[src/rtl/dq_dqs_oe_gen.sv]
`default_nettype none
// ============================================================================
// Module   : dq_dqs_oe_gen
// Purpose  : DQ/DQS output-enable generator for the DDR PHY write path.
//            Turns per-phase DFI write-data enables into per-lane DQ and DQS
//            OE vectors. DQS preamble/postamble lengths are programmable, and
//            a write-levelling mode with a safe entry/exit handshake is
//            provided.
// Ports    : sclk, srst_n        - clock, async active-low reset
//            dfi_wrdata_en      - per-phase write-data enable (bit p = phase p)
//            cfg_dqs_pre/post   - DQS preamble/postamble in phases (clamped)
//            cfg_lane_en        - per-lane OE mask
//            wrlvl_req/ack      - write-levelling request / acknowledge
//            dq_oe, dqs_oe      - phase p at [p*IOG_DQS_LANES +: IOG_DQS_LANES]
//            stat_clr, stat_burst_cnt, stat_wl_viol
//                               - only when COREDDR_OE_STATS_EN is defined
// Options  : COREDDR_OE_STATS_EN - adds burst counter and WRLVL violation flag
// Revision : 1.0 - initial release
// ============================================================================
module dq_dqs_oe_gen #(
  parameter int NUM_PHASES    = 4,
  parameter int IOG_DQS_LANES = 9,
  parameter int DQ_DLY        = 1,
  parameter int MAX_POST      = 3,
  parameter int PRE_W         = 2,
  parameter int POST_W        = 2
) (
  input  logic                                  sclk,
  input  logic                                  srst_n,
  input  logic [NUM_PHASES-1:0]                 dfi_wrdata_en,
  input  logic [PRE_W-1:0]                      cfg_dqs_pre,
  input  logic [POST_W-1:0]                     cfg_dqs_post,
  input  logic [IOG_DQS_LANES-1:0]              cfg_lane_en,
  input  logic                                  wrlvl_req,
  output logic                                  wrlvl_ack,
`ifdef COREDDR_OE_STATS_EN
  input  logic                                  stat_clr,
  output logic [15:0]                           stat_burst_cnt,
  output logic                                  stat_wl_viol,
`endif
  output logic [NUM_PHASES*IOG_DQS_LANES-1:0]   dq_oe,
  output logic [NUM_PHASES*IOG_DQS_LANES-1:0]   dqs_oe
);

  localparam int c_HIST_W = DQ_DLY + MAX_POST;
  localparam int c_EXT_W  = c_HIST_W + NUM_PHASES;

  typedef enum logic [1:0] {
    ST_NORMAL  = 2'd0,
    ST_WL_PEND = 2'd1,
    ST_WRLVL   = 2'd2
  } state_t;

  state_t                  r_state;
  state_t                  w_state_nxt;
  logic [c_HIST_W-1:0]     r_hist;
  logic [c_HIST_W-1:0]     w_hist_nxt;
  logic [NUM_PHASES-1:0]   w_en_eff;
  logic [c_EXT_W-1:0]      w_ext;
  logic [c_HIST_W:0]       w_dmask;
  logic [NUM_PHASES-1:0]   w_dq_slot;
  logic [NUM_PHASES-1:0]   w_dqs_slot;
  logic                    w_wrlvl;
  int                      w_pre;
  int                      w_post;
  int                      w_lo;
  int                      w_hi;

  assign w_wrlvl = (r_state == ST_WRLVL);

  // Input is squashed while in reset (so a mid-burst reset kills OE at once)
  // and while write-levelling (DFI enables are ignored there).
  assign w_en_eff = (srst_n && !w_wrlvl) ? dfi_wrdata_en : '0;

  // Slot stream window: bit k is slot (cycle_start - c_HIST_W + k), so the
  // current phase p lives at c_HIST_W + p and r_hist holds the older slots.
  assign w_ext = {w_en_eff, r_hist};

  // The window slides by one cycle: keep the newest c_HIST_W slots.
  assign w_hist_nxt = w_wrlvl ? '0 : w_ext[NUM_PHASES +: c_HIST_W];

  // Clamped preamble/postamble and the resulting tap-distance range.
  always_comb begin
    w_pre  = (int'(cfg_dqs_pre)  > DQ_DLY)   ? DQ_DLY   : int'(cfg_dqs_pre);
    w_post = (int'(cfg_dqs_post) > MAX_POST) ? MAX_POST : int'(cfg_dqs_post);
    w_lo   = DQ_DLY - w_pre;
    w_hi   = DQ_DLY + w_post;
  end

  generate
    for (genvar d = 0; d <= c_HIST_W; d++) begin : g_dmask
      assign w_dmask[d] = (d >= w_lo) && (d <= w_hi);
    end

    for (genvar p = 0; p < NUM_PHASES; p++) begin : g_phase
      // w_tap[d] = en[t - d] for this phase's slot t.
      logic [c_HIST_W:0] w_tap;
      for (genvar d = 0; d <= c_HIST_W; d++) begin : g_tap
        assign w_tap[d] = w_ext[c_HIST_W + p - d];
      end

      assign w_dq_slot[p]  = w_ext[c_HIST_W + p - DQ_DLY];
      assign w_dqs_slot[p] = |(w_tap & w_dmask);

      assign dq_oe[p*IOG_DQS_LANES +: IOG_DQS_LANES] =
        w_wrlvl ? '0 : ({IOG_DQS_LANES{w_dq_slot[p]}} & cfg_lane_en);
      assign dqs_oe[p*IOG_DQS_LANES +: IOG_DQS_LANES] =
        w_wrlvl ? cfg_lane_en : ({IOG_DQS_LANES{w_dqs_slot[p]}} & cfg_lane_en);
    end
  endgenerate

  // Write-levelling handshake: entry waits for the OE pipeline to drain.
  always_comb begin
    w_state_nxt = r_state;
    case (r_state)
      ST_NORMAL: begin
        if (wrlvl_req) w_state_nxt = ST_WL_PEND;
      end
      ST_WL_PEND: begin
        if (!wrlvl_req)
          w_state_nxt = ST_NORMAL;
        else if ((r_hist == '0) && (dfi_wrdata_en == '0))
          w_state_nxt = ST_WRLVL;
      end
      ST_WRLVL: begin
        if (!wrlvl_req) w_state_nxt = ST_NORMAL;
      end
      default: w_state_nxt = ST_NORMAL;
    endcase
  end

  always_ff @(posedge sclk or negedge srst_n) begin
    if (!srst_n) begin
      r_state <= ST_NORMAL;
      r_hist  <= '0;
    end else begin
      r_state <= w_state_nxt;
      r_hist  <= w_hist_nxt;
    end
  end

  assign wrlvl_ack = w_wrlvl;

`ifdef COREDDR_OE_STATS_EN
  logic [NUM_PHASES-1:0] w_rise;
  logic [16:0]           w_cnt_sum;
  logic [15:0]           r_burst_cnt;
  logic                  r_wl_viol;

  generate
    for (genvar p = 0; p < NUM_PHASES; p++) begin : g_rise
      // Previous slot of phase 0 is the newest history bit.
      assign w_rise[p] = w_ext[c_HIST_W + p] & ~w_ext[c_HIST_W + p - 1];
    end
  endgenerate

  always_comb begin
    w_cnt_sum = {1'b0, r_burst_cnt};
    for (int i = 0; i < NUM_PHASES; i++) begin
      w_cnt_sum = w_cnt_sum + {16'd0, w_rise[i]};
    end
  end

  always_ff @(posedge sclk or negedge srst_n) begin
    if (!srst_n) begin
      r_burst_cnt <= '0;
      r_wl_viol   <= 1'b0;
    end else if (stat_clr) begin
      r_burst_cnt <= '0;
      r_wl_viol   <= 1'b0;
    end else begin
      r_burst_cnt <= w_cnt_sum[16] ? 16'hFFFF : w_cnt_sum[15:0];
      if (w_wrlvl && (dfi_wrdata_en != '0)) r_wl_viol <= 1'b1;
    end
  end

  assign stat_burst_cnt = r_burst_cnt;
  assign stat_wl_viol   = r_wl_viol;
`endif

endmodule
`default_nettype wire
[config.mk]
export PLATFORM = sky130hd
export DESIGN_NAME = dq_dqs_oe_gen
export DESIGN_NICKNAME = d
export VERILOG_FILES = /design/src/rtl/dq_dqs_oe_gen.sv
export SDC_FILE = /design/constraint.sdc
export NUM_CORES = 1
export LEC_CHECK = 0
export ABC_AREA = 1
export BUFFER_PORTS_ARGS = -buffer_cell sky130_fd_sc_hd__buf_2
export CORE_AREA = 10 10 51 69
export CTS_BUF_LIST = sky130_fd_sc_hd__clkbuf_8
export CTS_CLUSTER_SIZE = 10
export DETAILED_ROUTE_END_ITERATION = 10
export DIE_AREA = 0 0 61 79
export GPL_TIMING_DRIVEN = 0
export PLACE_DENSITY = 0.93
export SLEW_MARGIN = 20
export SYNTH_ARGS = -nofsm -noshare
export SYNTH_HDL_FRONTEND = slang
export SYNTH_SLANG_ARGS = --single-unit
[constraint.sdc]
create_clock -name sclk -period 4.01 [get_ports sclk]
set_clock_uncertainty 0.05 [all_clocks]
set_input_delay 0.6015 -clock sclk [delete_from_list [all_inputs] [get_ports sclk]]
set_output_delay 0.6015 -clock sclk [all_outputs]
set_load 0.01 [all_outputs]
# Word-level counts from Yosys, hierarchy flattened

Index checks and enable logic that the tools add are counted.

Memory bits (writable): 0
ROM bits: 0
Input bits: 20
Output and inout port bits: 73
Memories kept: 0
Register bits after elaboration: 6
Bits in latches: 0
Word-level logic and storage cells: 64

$add $sub $neg: 2
Bitwise operators: 12
Reductions and logical operators: 16
Shift operators: 0
Multipliers: 0
Equal/unequal tests: 5
Muxes and demuxes: 16
Divide/modulo/power cells: 0
Order comparisons: 11

Operator list:

| cell                                                                                | number |
|---|---|
| 9-bit bitwise AND                                                                   | 8 |
| 9-bit 2-to-1 mux                                                                    | 8 |
| 5-bit bitwise AND                                                                   | 4 |
| 5-bit OR reduction                                                                  | 4 |
| 2-bit 2-to-1 mux                                                                    | 5 |
| 4-bit logical NOT                                                                   | 2 |
| 4-bit 2-to-1 mux                                                                    | 2 |
| 1-bit logical AND                                                                   | 7 |
| 3-bit greater-or-equal comparator (first input constant)                            | 2 |
| 1-bit by 3-bit less-or-equal comparator with 1-bit output (first input constant)    | 2 |
| 2-bit by 3-bit less-or-equal comparator with 1-bit output (first input constant)    | 2 |
| 2-bit one-hot mux with 3 select lines                                               | 1 |
| 4-bit by 3-bit greater-or-equal comparator with 1-bit output (first input constant) | 1 |
| 2-bit inequality test (second input constant)                                       | 2 |
| 1-bit by 2-bit adder with 3-bit output (first input constant)                       | 1 |
| 1-bit by 3-bit greater-or-equal comparator with 1-bit output (first input constant) | 1 |
| 2-bit by 3-bit greater-or-equal comparator with 1-bit output (first input constant) | 1 |
| 3-bit less-or-equal comparator (first input constant)                               | 1 |
| 3-bit inequality test (second input constant)                                       | 1 |
| 3-bit AND reduction                                                                 | 1 |
| 1-bit by 2-bit subtractor with 3-bit output (first input constant)                  | 1 |
| 2-bit by 1-bit == test with 1-bit output (second input constant)                    | 1 |
| 2-bit == test (second input constant)                                               | 1 |
| 2-bit by 1-bit greater-than comparator with 1-bit output (second input constant)    | 1 |
| other kinds (2)                                                                     | 2 |

# Logic depth before layout (Yosys ltp)

Gate-level depths: netlist (run 1).

Depth in word-level cells: 9
Depth in mapped cells: 8
Gate-level depth less buffers: 8

# Least setup slack after synthesis (run 1)

Ideal clock, no wire load.

Path type: input to output
Start point: in srst_n
End point: out dqs_oe[10]
Buffers on the path: 0
Cell stages on the path: 6
Data arrival time: 1.270 ns
Required time: 3.359 ns
Slack: 2.089 ns
Cells stage by stage: inv_1 nor2_4 nand2_2 nor2_1 nor2_4 nor2_1

Longest elaborated chain between the ends: 6

Ends and longest elaborated chain:

| element            | RTL line | text |
|---|---|---|
| start: declaration | 29       | `input logic srst_n,` |
| 1-bit logical AND  | 73       | `assign w_en_eff = (srst_n && !w_wrlvl) ? dfi_wrdata_en : '0;` |
| 4-bit 2-to-1 mux   | 73       |  |
| 5-bit bitwise AND  | 103      | `assign w_dqs_slot[p] = \|(w_tap & w_dmask);` |
| 5-bit OR reduction | 103      |  |
| 9-bit bitwise AND  | 108      | `w_wrlvl ? cfg_lane_en : ({IOG_DQS_LANES{w_dqs_slot[p]}} & cfg_lane_en);` |
| 9-bit 2-to-1 mux   | 108      |  |
| end: declaration   | 42       | `output logic [NUM_PHASES*IOG_DQS_LANES-1:0] dqs_oe` |

No other way between the ends.

# Final worst setup path (run 1)

Start point: in srst_n
End point: out dqs_oe[24]

The elaborated chain is that of the path after synthesis.

==> results of run 1 <==
==> registers in the layout, summed over array words and instances, names as in the netlist <==
signal,cells
r_hist,4
r_state,2
==> cells in the final DEF, fill, tap and decap left out <==
master / netlist / layout
nand2_2: 3 / 3
inv_2: 2 / 2
nor3_1: 1 / 1
clkbuf_8: 0 / 3
nor2_4: 6 / 6
inv_1: 21 / 21
nor2_2: 2 / 2
nand2_1: 16 / 16
nand2_4: 2 / 2
o21ai_0: 2 / 2
dfrtp_1: 6 / 6
buf_6: 1 / 1
o22ai_1: 1 / 1
nor2_1: 75 / 75
a21oi_1: 10 / 10
nand3_1: 6 / 6
nand3_4: 1 / 1
buf_2: 0 / 92
==> final cells by class <==
cell class / instances / area [um^2] / share of cell area
Timing Repair Buffer: 92 / 460.4 / 0.3385
Multi-Input combinational cell: 125 / 581.8 / 0.4278
Clock buffer: 3 / 41.29 / 0.03036
Sequential cell: 6 / 150.1 / 0.1104
Buffer: 1 / 11.26 / 0.008280
Inverter: 23 / 86.33 / 0.06348
Tap cell: 23 / 28.78 / 0.02116
==> cell families (layout without fill, tap and decap cells) <==
| family | after synthesis | in the layout | share of synthesized area |
|---|---|---|---|
| simple gates | 112 | 112 | 0.6214 |
| compound gates | 13 | 13 | 0.07995 |
| buf+inv | 24 | 119 | 0.1177 |
| flops | 6 | 6 | 0.1810 |
==> worst paths after layout <==
path,endpoint,start,slack [ps]
setup / recovery,dqs_oe[24],srst_n,1640
hold / removal,r_hist[0],srst_n,170
setup reg to reg,r_state[0],r_hist[1],2940
max in group asynchronous,r_state[0],srst_n,3570
min in group sclk,r_state[0],r_state[1],530
hold reg to reg,r_state[0],r_state[1],530
==> metal layers <==
metal,routed length (um),share of wire
met1,1334,0.34
met2,2104,0.53
met3,435,0.11
met4,60,0.015
met5,0,0
==> stage by stage <==
stage          worst slack [ps]  hold slack [ps]
6_report                   1643            172.7
5_1_grt                    1528            178.4
4_1_cts                    1636            173.7
3_5_place_dp               1636            404.4
3_3_place_gp               1676            403.4
2_1_floorplan              2089            255.9
==> power groups by stage <==
| stage | clock network, mW | registers [mW] | logic, mW |
|---|---|---|---|
| after floorplan | 0 | 0.0663 | 0.0915 |
| after global placement | 0 | 0.0667 | 0.163 |
| after detailed placement | 0 | 0.0668 | 0.165 |
| after CTS | 0.0899 | 0.0661 | 0.166 |
| after global routing | 0.0934 | 0.0665 | 0.181 |
| final | 0.0879 | 0.0661 | 0.164 |
==> summary.md, run 1 <==
| Metric | Value |
|---|---|
| Status | `complete, no violations` |
| Final Util | `0.5882` |
| Worst ir drop on vdd | `273.9 uV` |
| Grt ovf | `0` |
| Register clock-pin slew on the reported worst setup and hold paths | `30 ps` |
| FMAX | `422.5 MHz` |
| Cts repair resizes | `0` |
| Global-route met3 utilization | `0.04299` |
| Final worst path period share | `0.5902` |
| CP max stage delay | `250 ps` |
| Hold Buf Count CTS | `0` |
| Final nets | `272` |
| Root Buffer Master | `clkbuf_8` |
| Slowest-stage cell, CP | `nor2_4` |
| Synth cell types | `16` |
| Comb power frac | `0.516` |
| Reg power frac | `0.208` |
| Filler instances | `244` |
| Synth area leader | `nor2_1` |
| CP Cell Sequence | `buf_2, inv_1, nor2_4, nand2_2, buf_6, nand3_4, nor2_4, nor2_1, buf_2` |
| Primary FF master, synth | `dfrtp_1` |
| Startpoint types | `input pin` |
| Top cell family by delay on the critical path | `buffers and inverters` |
| Post-synthesis sequential area ratio | `0.1810` |
| Chip Height | `79 um` |
| GRT busiest layer | `met2` |
| Sink Count | `6` |
| Arrival @ worst endpoint | `1720 ps` |
| Stages on the worst setup path | `9` |
| GRT met2 Usage | `0.2843` |
| Initial antenna violation count | `0` |
| Mapped Cells | `155` |
| Final Max Slew Viols | `0` |
| DR iter-0 viols | `52` |
| Total track usage | `0.1505` |
| Routed WL per cell | `14.41 um` |
| Post-layout min period | `2367 ps` |
| Synthesis Warnings | `0` |
| RSZ-0062 raised after global routing | `no` |
| Psw | `130.6 uW` |
| Mapped Nets | `175` |
| Top cells by count, synth | `nor2_1, inv_1, nand2_1` |
| Worst slew pin tran | `366.8 ps` |
| Placeable Area | `0.002312 mm^2` |
| H-tree level count | `1` |
| Crit-path max FO | `10` |
| Sw Ratio | `0.4110` |
| Seq cells post-synth | `6` |
| Synth async-reset ratio | `1.000` |
| CTS Buffer Depth | `2` |
| Syn Std Cell Area | `829.5 um^2` |
| Routability Congestion | `0.9151` |
| Endpoints failing setup | `0` |
| Post-synth EDFFs | `0` |
| P_leak | `0.9161 nW` |
| Worst setup EP type | `output port` |
| HP Class | `input pin to asynchronous set/reset pin` |
| Avg Vias per Cell | `4.700` |
| Pwr Total | `317.9 uW` |
| Design Area, Final | `0.001360 mm^2` |
| Die ar. | `0.004819 mm^2` |
| FP Rows | `21` |
| Top-count cell post-synth | `nor2_1` |
| Final Hold Viols | `0` |
| Die span in x | `61 um` |
| Antenna Nets Post-Route | `0` |
| IO Pins | `93` |
| TritonCTS clock tree | `yes` |
| Bufs and invs on worst path | `4` |
| Drc violations | `0` |
| Largest net degree at the start of global routing | `11` |
| # diodes | `0` |
| TritonCTS buffer count | `3` |
| Via count | `1,283` |
| Post-synth top area share | `0.3394` |
| Slew margin rel. | `0.7552` |
| Synthesized area per cell | `5.352 um^2` |
| Clk Latency, worst-skew pair | `220 ps` |
| Reg2reg path depth | `6` |
| Post-Layout Cell Count | `273` |
| Internal power | `187.2 uW` |
| CP Class | `input pin to output port` |
| GR Layer Usage met1 | `0.1467` |
| Setup Fix Bufs, Post-CTS | `0` |
| WL final | `3935 um` |
| Largest cells by area after synthesis | `nor2_1, dfrtp_1, inv_1` |
| Clock network power share | `0.276` |
| Initial Utilization | `0.3588` |
| Placed cell area | `0.001319 mm^2` |
| First-pass iteration count of the detailed router | `4` |
| Vias in the first global route | `1,203` |
| IO Port Bufs | `92` |
| First-pass GRT wire length | `5913 um` |
| Area grow syn2layout | `63.95%` |
| Pwr dens | `233.7 mW/mm^2` |
| Setup TNS | `0 ps` |
| Detail Placement HPWL | `3305 um` |
| Layout cells sized above 1 | `0.4480` |
| Placed cell count | `270` |
| CP required | `3360 ps` |
| Max-cap violations | `0` |
Note: power is estimated with default switching activity, not from simulation.
==> inputs of run 2 (changes only) <==
--- a/config.mk
+++ b/config.mk
@@ -5,15 +5,15 @@
 export SDC_FILE = /design/constraint.sdc
 export NUM_CORES = 1
 export LEC_CHECK = 0
-export ABC_AREA = 1
+export ABC_AREA = 0
 export BUFFER_PORTS_ARGS = -buffer_cell sky130_fd_sc_hd__buf_2
-export CORE_AREA = 10 10 51 69
+export CORE_AREA = 10 10 53 72
 export CTS_BUF_LIST = sky130_fd_sc_hd__clkbuf_8
 export CTS_CLUSTER_SIZE = 10
 export DETAILED_ROUTE_END_ITERATION = 10
-export DIE_AREA = 0 0 61 79
+export DIE_AREA = 0 0 63 82
 export GPL_TIMING_DRIVEN = 0
-export PLACE_DENSITY = 0.93
+export PLACE_DENSITY = 0.87
 export SLEW_MARGIN = 20
 export SYNTH_ARGS = -nofsm -noshare
 export SYNTH_HDL_FRONTEND = slang
==> constraint.sdc (replaced) <==
create_clock -name sclk -period 2.23 [get_ports sclk]
set_clock_uncertainty 0.05 [all_clocks]
set_input_delay 0.3345 -clock sclk [delete_from_list [all_inputs] [get_ports sclk]]
set_output_delay 0.3345 -clock sclk [all_outputs]
set_load 0.01 [all_outputs]
==> run 2 against run 1 <==
Net effect:
- wire length grew 6.3%
- worst hold slack gained 110 ps
- global-route usage grew 1.1 points
- via count shrank 4.8%
- synthesized area grew 2.4%
- synthesized cell count shrank 25%
- highest routed layer unchanged
- final cell count shrank 7.7%
- sequential power grew 80%
- power grew 84%
- sequential share of layout area shrank 1.0 points
- critical path depth shrank 2
==> summary.md, run 2 <==
| Metric | Value |
|---|---|
| Clk Latency, worst-skew pair | `220 ps` |
| Routed WL per cell | `16.60 um` |
| Chip Height | `82 um` |
| Via count | `1,222` |
| Initial Utilization | `0.3319` |
| Mapped Nets | `136` |
| CP Cell Sequence | `buf_2, or2_4, a21o_1, a2111oi_4, buf_4, nor2b_1, buf_2` |
| Top reg by flops | `r_hist` |
| Synthesis Warnings | `0` |
| Reg power frac | `0.203` |
| R2R Setup Slk | `960 ps` |
| Comb power frac | `0.528` |
| Register clock-pin slew on the reported worst setup and hold paths | `30 ps` |
| Max reg flops | `4` |
| Area grow syn2layout | `76.58%` |
| Detail Placement HPWL | `3236 um` |
| Clock network power share | `0.269` |
| Sw Ratio | `0.3778` |
| TritonCTS clock tree | `yes` |
| Crit path from | `cfg_dqs_post[1]` |
| CTS Buffer Depth | `2` |
| First-pass iteration count of the detailed router | `4` |
| Layout cells sized above 1 | `0.5231` |
| Most frequent cells in the layout | `buf_2, nor2b_1, and2_1` |
| Worst Setup EP | `dqs_oe[11]` |
| Post-synth EDFFs | `0` |
| Post-synth top area share | `0.1988` |
| Pwr dens | `390.4 mW/mm^2` |
| RSZ-0062 raised after global routing | `no` |
| Startpoint types | `input pin` |
| Worst ir drop on vdd | `253.3 uV` |
| Top cells by count, synth | `and2_1, nor2b_1, and3_1` |
| HP Class | `input pin to flop` |
| Die ar. | `0.005166 mm^2` |
| Die span in x | `63 um` |
| Vias in the first global route | `1,352` |
| Endpoints failing setup | `0` |
| Worst slew pin tran | `355.6 ps` |
| WL final | `4183 um` |
| Final Max Slew Viols | `0` |
| # diodes | `0` |
| Synthesized area per cell | `7.324 um^2` |
| Avg Vias per Cell | `4.849` |
| Synth area leader | `and2_1` |
| Post-synthesis sequential area ratio | `0.1767` |
| Drc violations | `0` |
| H-tree level count | `1` |
| Slowest-stage cell, CP | `a2111oi_4` |
| Largest cells by area after synthesis | `and2_1, nor2b_1, dfrtp_1` |
| Biggest regs | `r_hist (4), r_state (2)` |
| Cell repeated most along the worst path | `buf_2` |
| Final worst path period share | `0.9509` |
| Total track usage | `0.1615` |
| Primary FF master, synth | `dfrtp_1` |
| IO Pins | `93` |
| FP Rows | `22` |
| IO Port Bufs | `92` |
| Reg2reg start | `r_state[1]` |
| Initial antenna violation count | `0` |
| Routability Congestion | `0.8718` |
| Antenna Nets Post-Route | `0` |
| Seq cells post-synth | `6` |
| Synth cell types | `23` |
| Status | `complete, no violations` |
| Post-layout min period | `2121 ps` |
| FMAX | `471.6 MHz` |
| Placeable Area | `0.002560 mm^2` |
| CP Class | `input pin to output port` |
| P_leak | `0.8867 nW` |
| Reg2reg path depth | `4` |
| Largest net degree at the start of global routing | `11` |
| First-pass GRT wire length | `6679 um` |
| Synth async-reset ratio | `1.000` |
| Crit-path max FO | `5` |
| TritonCTS buffer count | `3` |
| Internal power | `364.4 uW` |
| Mapped Cells | `116` |
| CP required | `1850 ps` |
| Arrival @ worst endpoint | `1740 ps` |
| Final Hold Viols | `0` |
| Commonest non-fill, non-tap cell in the layout | `buf_2` |
| CP max stage delay | `350 ps` |
| Worst setup EP type | `output port` |
| Max-cap violations | `0` |
| Slew margin rel. | `0.7629` |
| Grt ovf | `0` |
| Root Buffer Master | `clkbuf_8` |
| Sink Count | `6` |
| DR iter-0 viols | `45` |
| Setup TNS | `0 ps` |
| Syn Std Cell Area | `849.6 um^2` |
| Psw | `221.3 uW` |
| Final nets | `238` |
| R2R Path End | `r_hist[1]` |
| Pwr Total | `585.7 uW` |
-- run 2: changes by cell type after synthesis, sizes merged, moves of 5 or more --
cell / change
and3: +11
and2: +27
a21boi: +9
a21oi: -7
nand2: -17
nor2: -78
nor2b: +27
inv: -21
clkbuf: +5
-- run 2: per-stage QoR --
step           instance area (um^2)  cells  worst slack, ps  utilization  hold WS, ps
2_1_floorplan                 849.6    116            377.5            -       -11.09
3_3_place_gp                   1355    244            37.67       0.5293        128.7
3_5_place_dp                   1355    244            38.03       0.5293        135.4
4_1_cts                        1474    252            21.44       0.5758        284.9
5_1_grt                        1500    252            33.99       0.5860        325.9
6_report                       1500    252            109.5       0.5860        283.3
-- run 2: cell type report --
cell class                 count  area, um^2
buffer                         5       23.77
multi-input combinational    104       737.0
timing repair buffer          96       493.0
tap                           36       45.04
clock buffer                   3       41.29
inverter                       2       10.01
sequential                     6       150.1
fill                         252        1060
-- run 2: cells by family after synthesis --
| logic type | after synthesis | synth area share |
|---|---|---|
| buf+inv | 7 | 0.03093 |
| compound gates | 20 | 0.2106 |
| simple gates | 83 | 0.5817 |
| flops | 6 | 0.1767 |
-- run 2: power by group through the flow --
stage	Sequential (mW)	Clock, mW	Combinational, mW
after global routing	0.120	0.166	0.343
after floorplan	0.119	0	0.148
after global placement	0.120	0	0.279
final	0.119	0.157	0.309
after CTS	0.119	0.162	0.307
after detailed placement	0.120	0	0.282
-- run 2: critical path, delay by kind of cell --
family,cells,cell delay [ps]
AOI/OAI and AO/OA,2,560
buffers and inverters,3,480
and+or+nand+nor,2,340
-- run 2: worst min-delay path by stage --
stage | slack (ps) | to | startpoint | cells after the start
2_1_floorplan | -10 | r_hist[0] | srst_n | 0
3_3_place_gp | 130 | r_state[1] | srst_n | 1
3_5_place_dp | 140 | r_state[1] | srst_n | 1
4_1_cts | 280 | r_state[1] | wrlvl_req | 3
5_1_grt | 330 | r_state[1] | wrlvl_req | 3
6_report | 280 | r_state[1] | wrlvl_req | 3
-- run 2: what timing repair did --
action | 4_1_cts | 5_1_grt
setup endpoints to repair | 36 | 63
buffers inserted | 2 | 0
pin swaps | 2 | 0
resized for setup | 8 | 13
hold buffers | 1 | 0
gates cloned | 2 | 0
hold endpoints to repair | 6 | 0
-- run 2: layer usage --
metal	wire [um]	up-vias	GRT usage
met5	0	-	0
met1	1601	563	0.1575
met4	60	0	0.08296
met3	367	4	0.06131
li1	-	598	-
met2	2153	57	0.2943
==> inputs of run 3 (changes only) <==
--- a/config.mk
+++ b/config.mk
@@ -13,7 +13,7 @@
 export DETAILED_ROUTE_END_ITERATION = 10
 export DIE_AREA = 0 0 63 82
 export GPL_TIMING_DRIVEN = 0
-export PLACE_DENSITY = 0.87
+export PLACE_DENSITY_LB_ADDON = 0.12
 export SLEW_MARGIN = 20
 export SYNTH_ARGS = -nofsm -noshare
 export SYNTH_HDL_FRONTEND = slang
==> run 3 against run 2 <==
Net effect:
- non-clock buffer count increased by 1
- sequential cell count unchanged
- fmax decreased by 1.3%
- via count decreased by 0.25%
- power increased by 1.3%
- largest power group unchanged
==> summary.md, run 3 (synthesis results as in run 2) <==
| Metric | Value |
|---|---|
| FMAX | `465.7 MHz` |
| Detail Placement HPWL | `3324 um` |
| Endpoints failing setup | `0` |
| DR iter-0 viols | `34` |
| Final Max Slew Viols | `0` |
| CTS Buffer Depth | `2` |
| P_leak | `0.8765 nW` |
| H-tree level count | `1` |
| Multi-input logic area | `719.4 um^2` |
| TritonCTS buffer count | `3` |
| Vias in the first global route | `1,310` |
| Post-layout min period | `2148 ps` |
| Worst Setup EP | `dqs_oe[28]` |
| Sequential cell area | `150.1 um^2` |
| First-pass iteration count of the detailed router | `4` |
| Startpoint types | `flop` |
| Reg2reg start | `r_state[1]` |
| Fin worst setup slack | `82.50 ps` |
| Setup TNS | `0 ps` |
| Status | `complete, no violations` |
| Worst setup EP type | `output port` |
| Worst ir drop on vdd | `219.8 uV` |
| Root Buffer Master | `clkbuf_8` |
| Die span in x | `63 um` |
| RSZ-0062 raised after global routing | `no` |
| Routed WL per cell | `16.43 um` |
| Worst slew pin tran | `372.5 ps` |
| Filler instances | `258` |
| Biggest regs | `r_hist (4), r_state (2)` |
| FP Rows | `22` |
| Routability Congestion | `0.8570` |
| Register clock-pin slew on the reported worst setup and hold paths | `40 ps` |
| Most frequent cells in the layout | `buf_2, nor2b_1, and2_1` |
| Pre-CTS WS | `23.77 ps` |
| Crit path from | `r_state[0]` |
| CP required | `1850 ps` |
| Arrival @ worst endpoint | `1760 ps` |
| Final worst path period share | `0.9630` |
| Final Hold Viols | `0` |
| Via count | `1,219` |
| CP Class | `flop to output port` |
| Pwr dens | `399.2 mW/mm^2` |
| Die ar. | `0.005166 mm^2` |
| Layout cells sized above 1 | `0.5046` |
| Clk Latency, worst-skew pair | `230 ps` |
| Avg Vias per Cell | `4.837` |
| Crit-path max FO | `9` |
| Largest net degree at the start of global routing | `11` |
| Initial antenna violation count | `0` |
| Max-cap violations | `0` |
| R2R Setup Slk | `890 ps` |
| Area grow syn2layout | `74.96%` |
| IO Pins | `93` |
| Chip Height | `82 um` |
| First-pass GRT wire length | `6285 um` |
| # diodes | `0` |
| Antenna Nets Post-Route | `0` |
| IO Port Bufs | `92` |
| WL final | `4140 um` |
| Max reg flops | `4` |
| Grt ovf | `0` |
| Top reg by flops | `r_hist` |
| Commonest non-fill, non-tap cell in the layout | `buf_2` |
| Total track usage | `0.1506` |
| TritonCTS clock tree | `yes` |
| Sink Count | `6` |
| Final nets | `238` |
| Slew margin rel. | `0.7517` |
| Placeable Area | `0.002560 mm^2` |
| R2R Path End | `r_hist[1]` |
| Initial Utilization | `0.3319` |
| Reg2reg path depth | `4` |
| Hold slack | `309.1 ps` |
| HP Class | `input pin to flop` |
| Drc violations | `0` |
[run 3: cell types whose count changed in the layout (fill, tap and decap cells not counted)]
cell,previous run,this run
clkbuf_1,1,4
a221oi_2,1,0
clkbuf_2,4,1
or2_4,1,0
buf_4,3,4
or2_1,0,1
[run 3: per-stage QoR]
stage | power (mW) | utilization | cell area, um^2 | instances
final | 0.5933 | 0.5806 | 1486 | 252
after detailed placement | 0.4033 | 0.5293 | 1355 | 244
after CTS | 0.5997 | 0.5743 | 1470 | 252
after global placement | 0.4016 | 0.5293 | 1355 | 244
after floorplan | 0.2665 | - | 849.6 | 116
after global routing | 0.6319 | 0.5806 | 1486 | 252
[run 3: layer usage]
layer	track usage	wire length (um)	vias to the layer above
li1	-	-	593
met1	0.1484	1569	552
met2	0.2749	2097	66
met3	0.06676	408	8
met4	0.05605	64	0
met5	0	0	-
[run 3: layout make-up]
cell class,count,share of cell area
flip-flops and latches,6,0.1010
multi-input cells,103,0.4840
inverters,2,0.006734
well taps,36,0.03030
repair buffers,97,0.3367
plain buffers,5,0.01347
clock buffers,3,0.02778
[run 3: what timing repair did]
action                                  4_1_cts  5_1_grt
setup buffers                                 4        0
endpoints found under the setup margin       36       52
hold endpoints to repair                      6        0
hold buffers                                  1        0
gates resized for setup                       6        6
pin swaps                                     3        0
[run 3: power by group]
| group | internal (mW) | leakage [nW] | switching [mW] |
|---|---|---|---|
| Combinational | 0.134 | 0.778 | 0.173 |
| Sequential | 0.114 | 0.0772 | 0.00473 |
| Clock | 0.116 | 0.0216 | 0.0516 |
[run 3: worst max-delay path: stages (launching register included)]
cell      delay, ps
dfrtp_1         370
nand2b_4        180
and3_4          240
a221oi_4        420
a21boi_0        150
buf_2           170
[run 3: how the worst min path moves through the flow]
stage | cells after the start | to | start | slack [ps]
finish | 3 | r_state[1] | wrlvl_req | 310
detailed placement | 1 | r_state[1] | srst_n | 140
global route | 3 | r_state[1] | wrlvl_req | 320
floorplan | 0 | r_hist[0] | srst_n | -10
CTS | 3 | r_state[1] | wrlvl_req | 310
global placement | 1 | r_state[0] | srst_n | 140
